--- src/rtl/mem_stage_ctrl_if.sv ---
// Signal bundle between the MEM-stage controller (master) and its pipeline/memory side (slave).
// mem_err is present only when MEM_TIMEOUT_EN is defined.
interface mem_stage_ctrl_if;
    logic        valid_in;
    logic [3:0]  opcode;
    logic        mem_read;
    logic        mem_write;
    logic        byte_op;
    logic [15:0] alu_addr;
    logic [15:0] store_data;
    logic [15:0] mem_rdata;
    logic        mem_resp;
    logic [15:0] mem_address;
    logic        mem_read_o;
    logic        mem_write_o;
    logic [1:0]  mem_byte_enable;
    logic [15:0] mem_wdata;
    logic        stall;
    logic        done;
    logic [15:0] data_out;
`ifdef MEM_TIMEOUT_EN
    logic        mem_err;

    modport master (
        input  valid_in, opcode, mem_read, mem_write, byte_op, alu_addr, store_data,
               mem_rdata, mem_resp,
        output mem_address, mem_read_o, mem_write_o, mem_byte_enable, mem_wdata,
               stall, done, data_out, mem_err
    );
    modport slave (
        output valid_in, opcode, mem_read, mem_write, byte_op, alu_addr, store_data,
               mem_rdata, mem_resp,
        input  mem_address, mem_read_o, mem_write_o, mem_byte_enable, mem_wdata,
               stall, done, data_out, mem_err
    );
`else
    modport master (
        input  valid_in, opcode, mem_read, mem_write, byte_op, alu_addr, store_data,
               mem_rdata, mem_resp,
        output mem_address, mem_read_o, mem_write_o, mem_byte_enable, mem_wdata,
               stall, done, data_out
    );
    modport slave (
        output valid_in, opcode, mem_read, mem_write, byte_op, alu_addr, store_data,
               mem_rdata, mem_resp,
        input  mem_address, mem_read_o, mem_write_o, mem_byte_enable, mem_wdata,
               stall, done, data_out
    );
`endif
endinterface

--- src/rtl/mem_stage_ctrl.sv ---
// MEM-stage load/store controller: word, byte and indirect (LDI/STI) accesses with stall/done handshake.
// Optional MEM_TIMEOUT_EN: 255-cycle request timeout that forces DONE and sets sticky mem_err.
module mem_stage_ctrl (
    input  logic             clk,
    input  logic             reset,
    mem_stage_ctrl_if.master bus
);
    localparam logic [3:0] OP_LDI  = 4'b1010;
    localparam logic [3:0] OP_STI  = 4'b1011;
    localparam logic [3:0] OP_TRAP = 4'b1111;

    typedef enum logic [1:0] {IDLE, IND_RD, ACC, DONE} state_t;

    typedef struct packed {
        logic [3:0]  op;
        logic        rd;
        logic        wr;
        logic        bop;
        logic [15:0] addr;
        logic [15:0] data;
    } req_t;

    state_t      state, state_n;
    req_t        lat;
    logic [15:0] dout;
    logic        memop;
    logic        byte_acc;
    logic        tout;
    logic [15:0] rdata_ld;
    logic        stall, done, rd_o, wr_o;
    logic [1:0]  be_o;
    logic [15:0] addr_o, wdata_o;

    assign memop    = bus.valid_in & (bus.mem_read | bus.mem_write);
    // TRAP vectors are always fetched as whole words
    assign byte_acc = lat.bop & (lat.op != OP_TRAP);

    always_comb begin
        rdata_ld = bus.mem_rdata;
        if (byte_acc) begin
            if (lat.addr[0])
                rdata_ld = {{8{bus.mem_rdata[15]}}, bus.mem_rdata[15:8]};
            else
                rdata_ld = {{8{bus.mem_rdata[7]}}, bus.mem_rdata[7:0]};
        end
    end

`ifdef MEM_TIMEOUT_EN
    logic [7:0] tcnt;
    logic       err;
    logic       active;

    assign active = (state == IND_RD) || (state == ACC);
    // tcnt reads 254 during the 255th cycle a request has been outstanding
    assign tout   = (tcnt == 8'd254);

    always_ff @(posedge clk) begin
        if (reset) begin
            tcnt <= '0;
            err  <= 1'b0;
        end else begin
            if (state_n != state)
                tcnt <= '0;
            else if (active)
                tcnt <= tcnt + 8'd1;
            if (active && tout && !bus.mem_resp)
                err <= 1'b1;
        end
    end

    assign bus.mem_err = err;
`else
    assign tout = 1'b0;
`endif

    always_comb begin
        state_n = state;
        stall   = 1'b0;
        done    = 1'b0;
        rd_o    = 1'b0;
        wr_o    = 1'b0;
        be_o    = 2'b00;
        addr_o  = '0;
        wdata_o = '0;
        case (state)
            IDLE: begin
                stall = memop;
                done  = bus.valid_in & ~memop;
                if (memop)
                    state_n = (bus.opcode == OP_LDI || bus.opcode == OP_STI) ? IND_RD : ACC;
            end
            IND_RD: begin
                // pointer fetch is always a word read
                stall   = 1'b1;
                rd_o    = 1'b1;
                be_o    = 2'b11;
                addr_o  = {lat.addr[15:1], 1'b0};
                wdata_o = lat.data;
                if (bus.mem_resp)
                    state_n = ACC;
                else if (tout)
                    state_n = DONE;
            end
            ACC: begin
                stall = 1'b1;
                rd_o  = lat.rd;
                wr_o  = lat.wr & ~lat.rd;
                if (byte_acc) begin
                    addr_o  = lat.addr;
                    be_o    = lat.addr[0] ? 2'b10 : 2'b01;
                    wdata_o = {2{lat.data[7:0]}};
                end else begin
                    addr_o  = {lat.addr[15:1], 1'b0};
                    be_o    = 2'b11;
                    wdata_o = lat.data;
                end
                if (bus.mem_resp || tout)
                    state_n = DONE;
            end
            DONE: begin
                done    = 1'b1;
                state_n = IDLE;
            end
            default: state_n = IDLE;
        endcase
    end

    always_ff @(posedge clk) begin
        if (reset) begin
            state <= IDLE;
            lat   <= '0;
            dout  <= '0;
        end else begin
            state <= state_n;
            case (state)
                IDLE: begin
                    if (memop)
                        lat <= '{op: bus.opcode, rd: bus.mem_read, wr: bus.mem_write,
                                 bop: bus.byte_op, addr: bus.alu_addr, data: bus.store_data};
                end
                IND_RD: begin
                    if (bus.mem_resp)
                        lat.addr <= bus.mem_rdata;
                end
                ACC: begin
                    if (bus.mem_resp && lat.rd)
                        dout <= rdata_ld;
                end
                default: ;
            endcase
        end
    end

    assign bus.stall           = stall;
    assign bus.done            = done;
    assign bus.mem_read_o      = rd_o;
    assign bus.mem_write_o     = wr_o;
    assign bus.mem_byte_enable = be_o;
    assign bus.mem_address     = addr_o;
    assign bus.mem_wdata       = wdata_o;
    assign bus.data_out        = dout;
endmodule

--- src/flat_wrapper.sv ---
// flat-port wrapper written by rule: the top's interface ports become plain ports
module mem_stage_ctrl_flat 
  (clk, reset, bus_valid_in, bus_opcode, bus_mem_read, bus_mem_write, bus_byte_op, bus_alu_addr, bus_store_data, bus_mem_rdata, bus_mem_resp, bus_mem_address, bus_mem_read_o, bus_mem_write_o, bus_mem_byte_enable, bus_mem_wdata, bus_stall, bus_done, bus_data_out);
  mem_stage_ctrl_if bus_i ();
  input  logic clk;
  input  logic reset;
  input wire logic [$bits(bus_i.valid_in)-1:0] bus_valid_in;
  input wire logic [$bits(bus_i.opcode)-1:0] bus_opcode;
  input wire logic [$bits(bus_i.mem_read)-1:0] bus_mem_read;
  input wire logic [$bits(bus_i.mem_write)-1:0] bus_mem_write;
  input wire logic [$bits(bus_i.byte_op)-1:0] bus_byte_op;
  input wire logic [$bits(bus_i.alu_addr)-1:0] bus_alu_addr;
  input wire logic [$bits(bus_i.store_data)-1:0] bus_store_data;
  input wire logic [$bits(bus_i.mem_rdata)-1:0] bus_mem_rdata;
  input wire logic [$bits(bus_i.mem_resp)-1:0] bus_mem_resp;
  output wire logic [$bits(bus_i.mem_address)-1:0] bus_mem_address;
  output wire logic [$bits(bus_i.mem_read_o)-1:0] bus_mem_read_o;
  output wire logic [$bits(bus_i.mem_write_o)-1:0] bus_mem_write_o;
  output wire logic [$bits(bus_i.mem_byte_enable)-1:0] bus_mem_byte_enable;
  output wire logic [$bits(bus_i.mem_wdata)-1:0] bus_mem_wdata;
  output wire logic [$bits(bus_i.stall)-1:0] bus_stall;
  output wire logic [$bits(bus_i.done)-1:0] bus_done;
  output wire logic [$bits(bus_i.data_out)-1:0] bus_data_out;
  assign bus_i.valid_in = bus_valid_in;
  assign bus_i.opcode = bus_opcode;
  assign bus_i.mem_read = bus_mem_read;
  assign bus_i.mem_write = bus_mem_write;
  assign bus_i.byte_op = bus_byte_op;
  assign bus_i.alu_addr = bus_alu_addr;
  assign bus_i.store_data = bus_store_data;
  assign bus_i.mem_rdata = bus_mem_rdata;
  assign bus_i.mem_resp = bus_mem_resp;
  assign bus_mem_address = bus_i.mem_address;
  assign bus_mem_read_o = bus_i.mem_read_o;
  assign bus_mem_write_o = bus_i.mem_write_o;
  assign bus_mem_byte_enable = bus_i.mem_byte_enable;
  assign bus_mem_wdata = bus_i.mem_wdata;
  assign bus_stall = bus_i.stall;
  assign bus_done = bus_i.done;
  assign bus_data_out = bus_i.data_out;
  mem_stage_ctrl u_core (.clk(clk), .reset(reset), .bus(bus_i));
endmodule
--- config.mk ---
export PLATFORM = sky130hd
export DESIGN_NAME = mem_stage_ctrl_flat
export DESIGN_NICKNAME = d
export VERILOG_FILES = /design/src/rtl/mem_stage_ctrl_if.sv /design/src/rtl/mem_stage_ctrl.sv /design/src/flat_wrapper.sv
export SDC_FILE = /design/constraint.sdc
export NUM_CORES = 1
export LEC_CHECK = 0
export CAP_MARGIN = 15
export CORE_MARGIN = 2
export CORE_UTILIZATION = 40
export CTS_CLUSTER_SIZE = 16
export DETAILED_ROUTE_END_ITERATION = 10
export MAX_ROUTING_LAYER = met4
export PLACE_DENSITY = 0.87
export SYNTH_ARGS = -nofsm -noshare
export SYNTH_HDL_FRONTEND = slang
export SYNTH_SLANG_ARGS = --single-unit
--- constraint.sdc ---
create_clock -name clk -period 1.9 [get_ports clk]
set_input_delay 0.38 -clock clk [delete_from_list [all_inputs] [get_ports clk]]
set_output_delay 0.38 -clock clk [all_outputs]
set_load 0.1 [all_outputs]
==> results.tsv, run 1 <==
stage	metric	value	unit
run_status	status	complete, but fails checks	
run_status	violations	setup timing	
power_and_ir_drop	p_leak	2.04	nW
logic_synthesis	synth-main-ff-cell	dfxtp_1	
timing	finClkSkew	0.0115	ns
route	wire_per_inst	18.8	um
hold_path	hold_depth	2	
power_and_ir_drop	worst_ir_drop_vdd	886	uV
route	drt-vias-per-instance	5.85	
global_routing	grtUsageTotal	0.287	
finish	area_growth	79.3	%
logic_synthesis	yosys.area.top_type	dfxtp_1	
timing	worstMarginPinSlew	0.471	ns
placement	place.port_buffers	112	
clock_tree	clock_path_buffers	2	
floorplanning	start_util	0.412	
global_routing	antenna_found_initial	0	
timing	min_period	2.17	ns
timing	hold_viol	0	
route	drc	0	
timing	drv_slew	0	
critical_path	crit_path_end_kind	output pin	
finish	mostFrequentLayoutCell	nand2_1	
finish	final_cell_mix	nand2_1 (77), clkdlybuf4s50_1 (58), dfxtp_1 (55), buf_12 (52), buf_4 (31)	
timing	relSlewSlack	0.685	
finish	final.fill_count	488	
critical_path	cp_slowest_stage_delay	0.39	ns
logic_synthesis	syn_area	3170	um^2
finish	final_cells	625	
route	highest_layer	met4	
critical_path	cp.arrival	1.79	ns
route	routed_wl	11.8	mm
logic_synthesis	syn_inst	398	
timing	fin_setup_tns	-8.91	ns
logic_synthesis	postSynthAreaPerCell	7.97	um^2
critical_path	path_max_fanout	8	
clock_tree	clock-root-buffer	clkbuf_8	
logic_synthesis	synthDominantCellAreaShare	0.360	
floorplanning	die_h	93.0	um
logic_synthesis	synth_seq_cells	57	
critical_path	startpoint_type	flop	
finish	drive_gt1_frac	0.325	
critical_path	timing.rr.start	u_core.state[0]	
power_and_ir_drop	power.density	1170	nW/um^2
floorplanning	die_x	93.0	um
critical_path	r2r_setup_slack	0.05	ns
critical_path	crit_type	flop to output pin	
floorplanning	fp-row-count	32	
placement	place_hpwl	8.01	mm
hold_path	hold_path_end	u_core.lat[9]	
route	wl_met2	5.97	mm
logic_synthesis	async_flop_share	0	
clock_tree	cts_sinks	57	
route	postRouteAntennaNets	0	
critical_path	rr_worst_depth	8	
logic_synthesis	synth-edff-count	0	
clock_tree	htreeDepth	3	
timing	setup_viol_count_final	37	
clock_tree	cts_tree	done	
critical_path	cp.required	1.52	ns
clock_tree	cts_hold_buf	0	
timing	min_period_over_period	1.14	
route	wl_met3	785	um
route	first_iter_violations	212	
logic_synthesis	synth_warnings	0	
placement	gp_congestion	0.879	
floorplanning	coreArea	7690	um^2
global_routing	overflow	0	
global_routing	grt_max_degree	33	
logic_synthesis	synth_area_leaders	dfxtp_1 (36%), nand2_1 (9.6%), and3_1 (4.7%)	
floorplanning	io_pins	113	
critical_path	cpMaxStageDelayCell	dfxtp_4	
global_routing	grt_pass1_wl	19.0	mm
floorplanning	die-area	8650	um^2
job	max_cap_violations	0	
placement	placedCellCount	602	
route	vias	3654	
clock_tree	path_clk_slew	0.07	ns
timing	setup_slack	-0.274	ns
hold_path	hp-start	u_core.lat[9]	
global_routing	grt_pass1_vias	3711	
critical_path	r2r-end	u_core.state[1]	
route	m1WireLength	4.63	mm
logic_synthesis	yosysSeqAreaShare	0.360	
timing	max_freq	460	MHz
timing	rsz0062_at_grt	true	
logic_synthesis	synthDistinctLibCells	45	
logic_synthesis	synth_nets	461	
route	drt-pass1-iter-count	5	
critical_path	critPathMostFrequentCell	buf_12	
finish	n_antenna_cell	0	
hold_path	hp-class	flop to flop	
critical_path	path_cells	inv_4 > ha_4 > or2_4 > o31ai_4 > buf_12 > o22ai_4 > buf_12	
clock_tree	clock_latency	0.35	ns
clock_tree	cts_buffers	9	
finish	num-nets-final	581	
-- layer usage --
metal / track usage / up-vias
met4: 0.107 / 0
met3: 0.0733 / 39
met2: 0.471 / 166
li1: - / 1700
met5: - / -
met1: 0.340 / 1749
-- worst max-delay path by stage --
stage,start,to,cells after the start
6_report,u_core.state[0],bus_mem_wdata[10],7
5_1_grt,u_core.state[0],bus_mem_wdata[13],6
3_3_place_gp,bus_mem_resp,u_core.lat[28],4
3_5_place_dp,u_core.state[0],bus_mem_address[1],6
4_1_cts,u_core.state[1],bus_mem_wdata[10],7
2_1_floorplan,u_core.state[0],bus_mem_address[0],6
-- metrics by stage --
step / hold slack [ns] / power [W] / util / worst slack, ns / instance area [um^2]
finish: 0.469 / 0.00668 / 0.739 / -0.274 / 5680
global route: 0.485 / 0.00695 / 0.739 / -0.307 / 5680
CTS: 0.464 / 0.00671 / 0.743 / -0.278 / 5710
detailed placement: 0.454 / 0.00469 / 0.673 / -0.0291 / 5170
global placement: 0.442 / 0.00460 / 0.673 / 0.0161 / 5170
floorplan: 0.437 / 0.00374 / - / -0.326 / 3430
-- power breakdown --
part / switching, W / internal [W] / total [W]
sequential: 0.000228 / 0.00146 / 0.00168
clock: 0.000516 / 0.000905 / 0.00142
combinational: 0.00202 / 0.00155 / 0.00357
total: 0.00277 / 0.00391 / 0.00668
-- area by class of cell --
class / instances / area, um^2 / share of cell area
multi-input combinational: 296 / 2160 / 0.380
timing repair buffer: 149 / 1980 / 0.348
sequential: 57 / 1150 / 0.202
clock buffer: 11 / 141 / 0.0249
tap: 102 / 128 / 0.0225
clock inverter: 5 / 103 / 0.0180
inverter: 5 / 23.8 / 0.00418
-- kinds of logic after synthesis --
| family | Yosys count | synth area share |
|---|---|---|
| AO/OA/AOI/OAI | 107 | 0.250 |
| adder cells (fa/ha/maj) | 4 | 0.0158 |
| buffers and inverters | 45 | 0.0722 |
| flip-flops | 57 | 0.360 |
| multiplexers | 4 | 0.0146 |
| AND/OR/NAND/NOR | 181 | 0.288 |
-- flip-flops by register name, indices dropped and copies added (netlist names) --
register             count
u_core.lat              39
u_core.state             2
u_core.bus.data_out     16
-- worst max-delay path, delay by kind of cell, from the launching register on --
family,cells,cell delay [ns]
DFF,1,0.39
AOI/OAI and AO/OA,2,0.17
adders and majority gates,1,0.16
and+or+nand+nor,1,0.29
buffers and inverters,3,0.43
-- cell usage after synthesis, types with 2 or more instances --
cell type,number
and2_1,2
o2111ai_1,9
inv_1,4
o211ai_1,10
nand3b_1,16
o22ai_1,8
dfxtp_1,57
or2b_1,2
and3_1,24
nand2_1,81
o221ai_1,16
buf_6,4
clkbuf_1,17
clkbuf_2,2
buf_4,3
nand2b_1,14
o21ai_0,8
a31oi_1,16
nand4_2,2
buf_2,13
nor2_1,13
a21oi_1,24
mux2i_1,2
nor2b_1,2
a311oi_1,7
nand3_1,20
ha_1,4
-- repair_timing --
item	4_1_cts	5_1_grt
pin swaps	12	4
buffers inserted	5	1
endpoints found under the setup margin	37	38
cloned	3	0
resized for setup	44	5
(Power assumes the default switching activity.)
==> run 2, diff against run 1 <==
--- a/config.mk
+++ b/config.mk
@@ -6,9 +6,11 @@
 export NUM_CORES = 1
 export LEC_CHECK = 0
 export CAP_MARGIN = 15
+export CELL_PAD_IN_SITES_DETAIL_PLACEMENT = 0
+export CELL_PAD_IN_SITES_GLOBAL_PLACEMENT = 2
 export CORE_MARGIN = 2
-export CORE_UTILIZATION = 40
-export CTS_CLUSTER_SIZE = 16
+export CORE_UTILIZATION = 22
+export CTS_CLUSTER_SIZE = 20
 export DETAILED_ROUTE_END_ITERATION = 10
 export MAX_ROUTING_LAYER = met4
 export PLACE_DENSITY = 0.87
==> run 2 against run 1 <==
The flow still finishes with violations (setup timing). Worst setup slack got worse by 0.0050 ns. Worst hold slack worse by 0.013 ns. Fmax shrank 0.23%. Clock power up 20%. Via count decreased by 6.5%. Routed wire length barely moved. Register-to-register slack improved by 0.11 ns. Core utilization is 33 points lower. Combinational power hardly changed. Critical path type unchanged. Critical endpoint is now bus_mem_wdata[9]. Largest cell class unchanged. Highest routed layer unchanged.
==> results.tsv, run 2 (synthesis gave the netlist of run 1 again) <==
stage	metric	value	unit	change
clock_tree	cts_buffers	9		unchanged
timing	hold_viol	0		unchanged
run_status	violations	setup timing		
timing	max_freq	459	MHz	-0.23%
timing	min_period_over_period	1.15		+0.00261
power_and_ir_drop	worst_ir_drop_vdd	584	uV	-34%
global_routing	grt_max_degree	38		+15%
placement	place_hpwl	8.47	mm	+5.8%
critical_path	cp_slowest_stage_delay	0.37	ns	-0.02 ns
finish	drive_gt1_frac	0.318		-0.00713
route	m1WireLength	5.22	mm	+13%
route	wl_met2	5.35	mm	-10%
critical_path	path_cells	inv_4 > ha_4 > or2_4 > buf_6 > o31ai_4 > buf_12 > o22ai_4 > buf_12		
hold_path	hp-class	flop to flop		
route	vias	3418		-6.5%
placement	placed_cell_area	5310	um^2	+2.7%
route	drc	0		unchanged
finish	final_area	5790	um^2	+1.8%
finish	n_antenna_cell	0		unchanged
critical_path	cpMaxStageDelayCell	dfxtp_4		
timing	worstMarginPinSlew	0.378	ns	-0.0923 ns
critical_path	critPathMostFrequentCell	buf_12		
power_and_ir_drop	power_frac_comb	0.514		-0.021
floorplanning	fp-row-count	43		+34%
power_and_ir_drop	clockPowerShare	0.246		+0.033
timing	rsz0062_at_grt	true		
power_and_ir_drop	p_leak	2.11	nW	+3.2%
route	postRouteAntennaNets	0		unchanged
timing	drv_slew	0		unchanged
global_routing	grt_pass1_vias	3504		-5.6%
timing	setup_viol_count_final	37		unchanged
finish	final.fill_count	1369		+180%
route	wl_met3	963	um	+23%
power_and_ir_drop	switching_share	0.393		-0.0213
floorplanning	die-area	15400	um^2	+78%
critical_path	cp.required	1.52	ns	about the same
placement	place.port_buffers	112		unchanged
route	routed_wl	11.8	mm	about the same
clock_tree	clock_path_buffers	2		unchanged
clock_tree	cts_sinks	57		unchanged
placement	gp_congestion	0.885		+0.71%
clock_tree	clock-root-buffer	clkbuf_16		
route	drt-vias-per-instance	4.89		-16%
critical_path	crit_family	buffers and inverters		
power_and_ir_drop	p_seq_frac	0.240		-0.012
route	first_iter_violations	212		unchanged
power_and_ir_drop	power.density	1190	nW/um^2	+1.3%
job	max_cap_violations	0		unchanged
critical_path	path_max_fanout	8		unchanged
timing	relSlewSlack	0.747		+0.0620
clock_tree	cts_hold_buf	0		unchanged
placement	pre_cts_slack	-0.0161	ns	+0.0129 ns
floorplanning	io_pins	113		unchanged
clock_tree	cts_tree	done		
power_and_ir_drop	p_sw	0.00271	W	-2.1%
finish	area_growth	82.6	%	
critical_path	worst-path-buf-inv	4		+1
critical_path	startpoint_type	flop		
global_routing	grtUsageTotal	0.160		-0.127
global_routing	overflow	0		unchanged
critical_path	cp.arrival	1.80	ns	about the same
power_and_ir_drop	p_int	0.00418	W	+6.9%
timing	setup_slack	-0.279	ns	-0.00495 ns
clock_tree	path_clk_slew	0.05	ns	-0.02 ns
finish	mostFrequentLayoutCell	nand2_1		
floorplanning	die_x	124	um	+33%
finish	regMostFlops	u_core.lat		
clock_tree	clock_latency	0.33	ns	-0.02 ns
route	drt-pass1-iter-count	5		unchanged
floorplanning	coreArea	14000	um^2	+82%
finish	num-nets-final	578		-0.52%
route	wire_per_inst	16.8	um	-11%
global_routing	grt_pass1_wl	18.2	mm	-3.9%
run_status	status	complete, but fails checks		
timing	fin_setup_tns	-8.06	ns	+0.847 ns
critical_path	crit_type	flop to output pin		
critical_path	crit_path_end_kind	output pin		
floorplanning	start_util	0.227		-0.186
global_routing	antenna_found_initial	0		unchanged
clock_tree	htreeDepth	3		unchanged
route	highest_layer	met4		
timing	min_period	2.18	ns	+0.00495 ns
floorplanning	die_h	124	um	+33%
finish	final_cell_mix	nand2_1 (79), clkdlybuf4s50_1 (58), buf_12 (56), dfxtp_1 (55), a21oi_1 (24)		
timing	finClkSkew	0.00630	ns	-0.00520 ns
finish	largest_register_ffs	39		unchanged
[run 2: layout make-up]
class	count	area (um^2)	area share
clock buffer	13	280	0.0484
clock inverter	2	35.0	0.00605
inverter	5	23.8	0.00411
multi-input combinational	296	2080	0.359
sequential	57	1150	0.198
tap	180	225	0.0389
timing repair buffer	146	2000	0.346
[run 2: power groups by stage]
stage	registers [W]	logic, W	clock network [W]
3_3_place_gp	0.00165	0.00316	0
5_1_grt	0.00169	0.00376	0.00177
2_1_floorplan	0.00171	0.00203	0
4_1_cts	0.00165	0.00359	0.00172
6_report	0.00165	0.00354	0.00170
3_5_place_dp	0.00166	0.00321	0
[run 2: per-layer routing]
metal  up-vias  track usage
met5         -            -
met4         0       0.0527
met3        20       0.0481
met2       124        0.249
met1      1587        0.198
li1       1687            -
[run 2: worst paths after layout]
path | slack [ns] | start | endpoint | depth (start not counted)
hold reg to reg | 0.46 | u_core.lat[33] | u_core.lat[33] | 2
setup reg to reg | 0.16 | u_core.state[1] | u_core.lat[17] | 7
setup / recovery | -0.28 | u_core.state[0] | bus_mem_wdata[9] | 8
hold / removal | 0.46 | u_core.lat[33] | u_core.lat[33] | 2
[run 2: stage by stage]
step	cells	power, W	util	hold WS [ns]
6_report	699	0.00689	0.414	0.456
5_1_grt	699	0.00722	0.414	0.479
4_1_cts	699	0.00696	0.414	0.456
3_5_place_dp	679	0.00487	0.380	0.448
3_3_place_gp	679	0.00481	0.380	0.445
2_1_floorplan	398	0.00374	-	0.437
[run 2: what timing repair did]
| action | 4_1_cts | 5_1_grt |
|---|---|---|
| setup endpoints to repair | 37 | 38 |
| setup buffers | 3 | 1 |
| pin swaps | 6 | 5 |
| resized for setup | 21 | 5 |
| gates cloned | 2 | 0 |
[run 2: worst min-delay path: stages, from the launching register on]
cell and delay, ns:
dfxtp_1 0.31, nand2_1 0.05, a21oi_1 0.05
==> run 3, diff against run 2 <==
--- a/config.mk
+++ b/config.mk
@@ -14,6 +14,7 @@
 export DETAILED_ROUTE_END_ITERATION = 10
 export MAX_ROUTING_LAYER = met4
 export PLACE_DENSITY = 0.87
+export SKIP_LAST_GASP = 1
 export SYNTH_ARGS = -nofsm -noshare
 export SYNTH_HDL_FRONTEND = slang
 export SYNTH_SLANG_ARGS = --single-unit
==> run 3 against run 2 <==
The flow still finishes with violations (setup timing). Via count hardly changed. Final area decreased by 0.13%. Global-route usage about the same. Clock skew about the same. Non-clock buffer count is the same. Routed wire length barely moved. Critical path depth stayed put. Worst setup slack worse by 0.00051 ns. Register-to-register slack hardly changed. Largest cell class unchanged. Highest routed layer unchanged.
==> results.tsv, run 3 (synthesis gave the netlist of run 1 again) <==
stage	metric	value	unit	change
run_status	status	complete, but fails checks		
run_status	violations	setup timing		
clock_tree	cts_hold_buf	0		unchanged
global_routing	grt_use_met2	0.249		+0.000342
clock_tree	clock-root-buffer	clkbuf_16		
clock_tree	cts_buffers	9		unchanged
power_and_ir_drop	power.density	1190	nW/um^2	about the same
critical_path	path_cells	inv_4 > ha_4 > or2_4 > buf_6 > o31ai_4 > buf_12 > o22ai_4 > buf_12		
route	drt-pass1-iter-count	4		-1
critical_path	cpMaxStageDelayCell	dfxtp_4		
placement	place.port_buffers	112		unchanged
route	drc	0		unchanged
global_routing	grtUsageMet3	0.0481		unchanged
finish	n_antenna_cell	0		unchanged
global_routing	grt_max_degree	38		unchanged
timing	min_period	2.18	ns	+0.000507 ns
critical_path	critPathMostFrequentCell	buf_12		
clock_tree	htreeDepth	3		unchanged
timing	max_freq	459	MHz	about the same
finish	drive_gt1_frac	0.316		-0.00193
job	max_cap_violations	0		unchanged
power_and_ir_drop	p_int	0.00418	W	about the same
power_and_ir_drop	switching_share	0.393		about the same
clock_tree	clock_path_buffers	2		unchanged
finish	final_cell_mix	nand2_1 (80), clkdlybuf4s50_1 (58), buf_12 (56), dfxtp_1 (55), a21oi_1 (24)		
power_and_ir_drop	clockPowerShare	0.246		about the same
timing	setup_slack	-0.279	ns	-0.000507 ns
timing	worstMarginPinSlew	0.378	ns	-0.000102 ns
floorplanning	coreArea	14000	um^2	unchanged
global_routing	grt_pass1_vias	3504		unchanged
floorplanning	die-area	15400	um^2	unchanged
timing	min_period_over_period	1.15		about the same
clock_tree	path_clk_slew	0.05	ns	about the same
hold_path	hp-class	flop to flop		
critical_path	cp.arrival	1.80	ns	about the same
critical_path	startpoint_type	flop		
global_routing	overflow	0		unchanged
floorplanning	fp-row-count	43		unchanged
power_and_ir_drop	p_leak	2.10	nW	about the same
global_routing	grt_pass1_wl	18.2	mm	-0.19%
floorplanning	io_pins	113		unchanged
route	postRouteAntennaNets	0		unchanged
finish	final_cells	699		unchanged
timing	setup_viol_count_final	37		unchanged
global_routing	grt_busiest_layer	met2		
finish	mostFrequentLayoutCell	nand2_1		
clock_tree	cts_tree	done		
floorplanning	die_h	124	um	unchanged
placement	placedCellCount	679		unchanged
global_routing	met1_usage	0.197		-0.000838
timing	relSlewSlack	0.747		about the same
timing	hold_viol	0		unchanged
placement	placed_cell_area	5310	um^2	unchanged
clock_tree	cts_sinks	57		unchanged
placement	gp_congestion	0.885		unchanged
critical_path	crit_type	flop to output pin		
route	wire_per_inst	16.8	um	about the same
critical_path	cp.required	1.52	ns	about the same
power_and_ir_drop	p_sw	0.00271	W	-0.14%
timing	drv_slew	0		unchanged
route	first_iter_violations	217		+2.4%
critical_path	cp_slowest_stage_delay	0.37	ns	about the same
route	routed_wl	11.8	mm	about the same
floorplanning	die_x	124	um	unchanged
timing	whs	0.456	ns	+0.0000370 ns
power_and_ir_drop	worst_ir_drop_vdd	584	uV	about the same
power_and_ir_drop	report.power.total	0.00689	W	about the same
placement	place_hpwl	8.47	mm	unchanged
route	vias	3420		+0.059%
finish	final_util	0.413		-0.000537
route	drt-vias-per-instance	4.89		about the same
finish	num-nets-final	578		unchanged
clock_tree	clock_latency	0.33	ns	about the same
finish	final_area	5780	um^2	-0.13%
timing	rsz0062_at_grt	true		
power_and_ir_drop	power_frac_comb	0.514		about the same
finish	regMostFlops	u_core.lat		
global_routing	antenna_found_initial	0		unchanged
floorplanning	start_util	0.227		unchanged
timing	finClkSkew	0.00630	ns	-0.0000000900 ns
power_and_ir_drop	p_seq_frac	0.240		about the same
finish	area_growth	82.4	%	
finish	largest_register_ffs	39		unchanged
critical_path	crit_path_end_kind	output pin		
critical_path	path_max_fanout	8		unchanged
global_routing	grtUsageTotal	0.160		-0.000198
-- run 3: power groups by stage --
stage / logic [W] / registers [W] / clock network, W
after detailed placement: 0.00321 / 0.00166 / 0
final: 0.00354 / 0.00165 / 0.00170
after global routing: 0.00375 / 0.00169 / 0.00177
after CTS: 0.00358 / 0.00164 / 0.00172
after floorplan: 0.00203 / 0.00171 / 0
after global placement: 0.00316 / 0.00165 / 0
-- run 3: worst paths after layout --
kind	from	end	slack, ns	cells past startpoint
max	u_core.state[0]	bus_mem_wdata[9]	-0.28	8
min reg2reg	u_core.lat[33]	u_core.lat[33]	0.46	2
max reg2reg	u_core.state[1]	u_core.lat[17]	0.16	7
min	u_core.lat[33]	u_core.lat[33]	0.46	2
-- run 3: cell type report --
type / count / area [um^2]
Tap cell: 180 / 225
Multi-Input combinational cell: 296 / 2070
Clock inverter: 2 / 35.0
Sequential cell: 57 / 1150
Fill cell: 1369 / 8210
Clock buffer: 13 / 280
Inverter: 5 / 23.8
Timing Repair Buffer: 146 / 2000
-- run 3: worst max-delay path, delay by kind of cell (launching register included) --
family	cells	cell delay [ns]
compound gates	2	0.15
fa+ha+maj	1	0.16
buf+inv	4	0.54
flops	1	0.37
simple gates	1	0.26
-- run 3: per-stage QoR --
step / setup WS, ns / TNS (ns)
final: -0.279 / -8.08
after global routing: -0.326 / -9.82
after CTS: -0.300 / -8.80
after detailed placement: -0.0161 / -0.0161
after global placement: 0.0194 / 0
after floorplan: -0.326 / -3.25
-- run 3: repair_timing --
action,CTS,global route
gates cloned,2,0
endpoints found under the hold margin,0,0
resized for setup,19,5
pin swaps,6,5
buffers inserted,3,1
endpoints found under the setup margin,37,38
-- run 3: metal layers --
metal  wire [um]  vias up
li1            -     1686
met1        5220     1590
met2        5350      124
met3         963       20
met4         234        0
met5           0        -
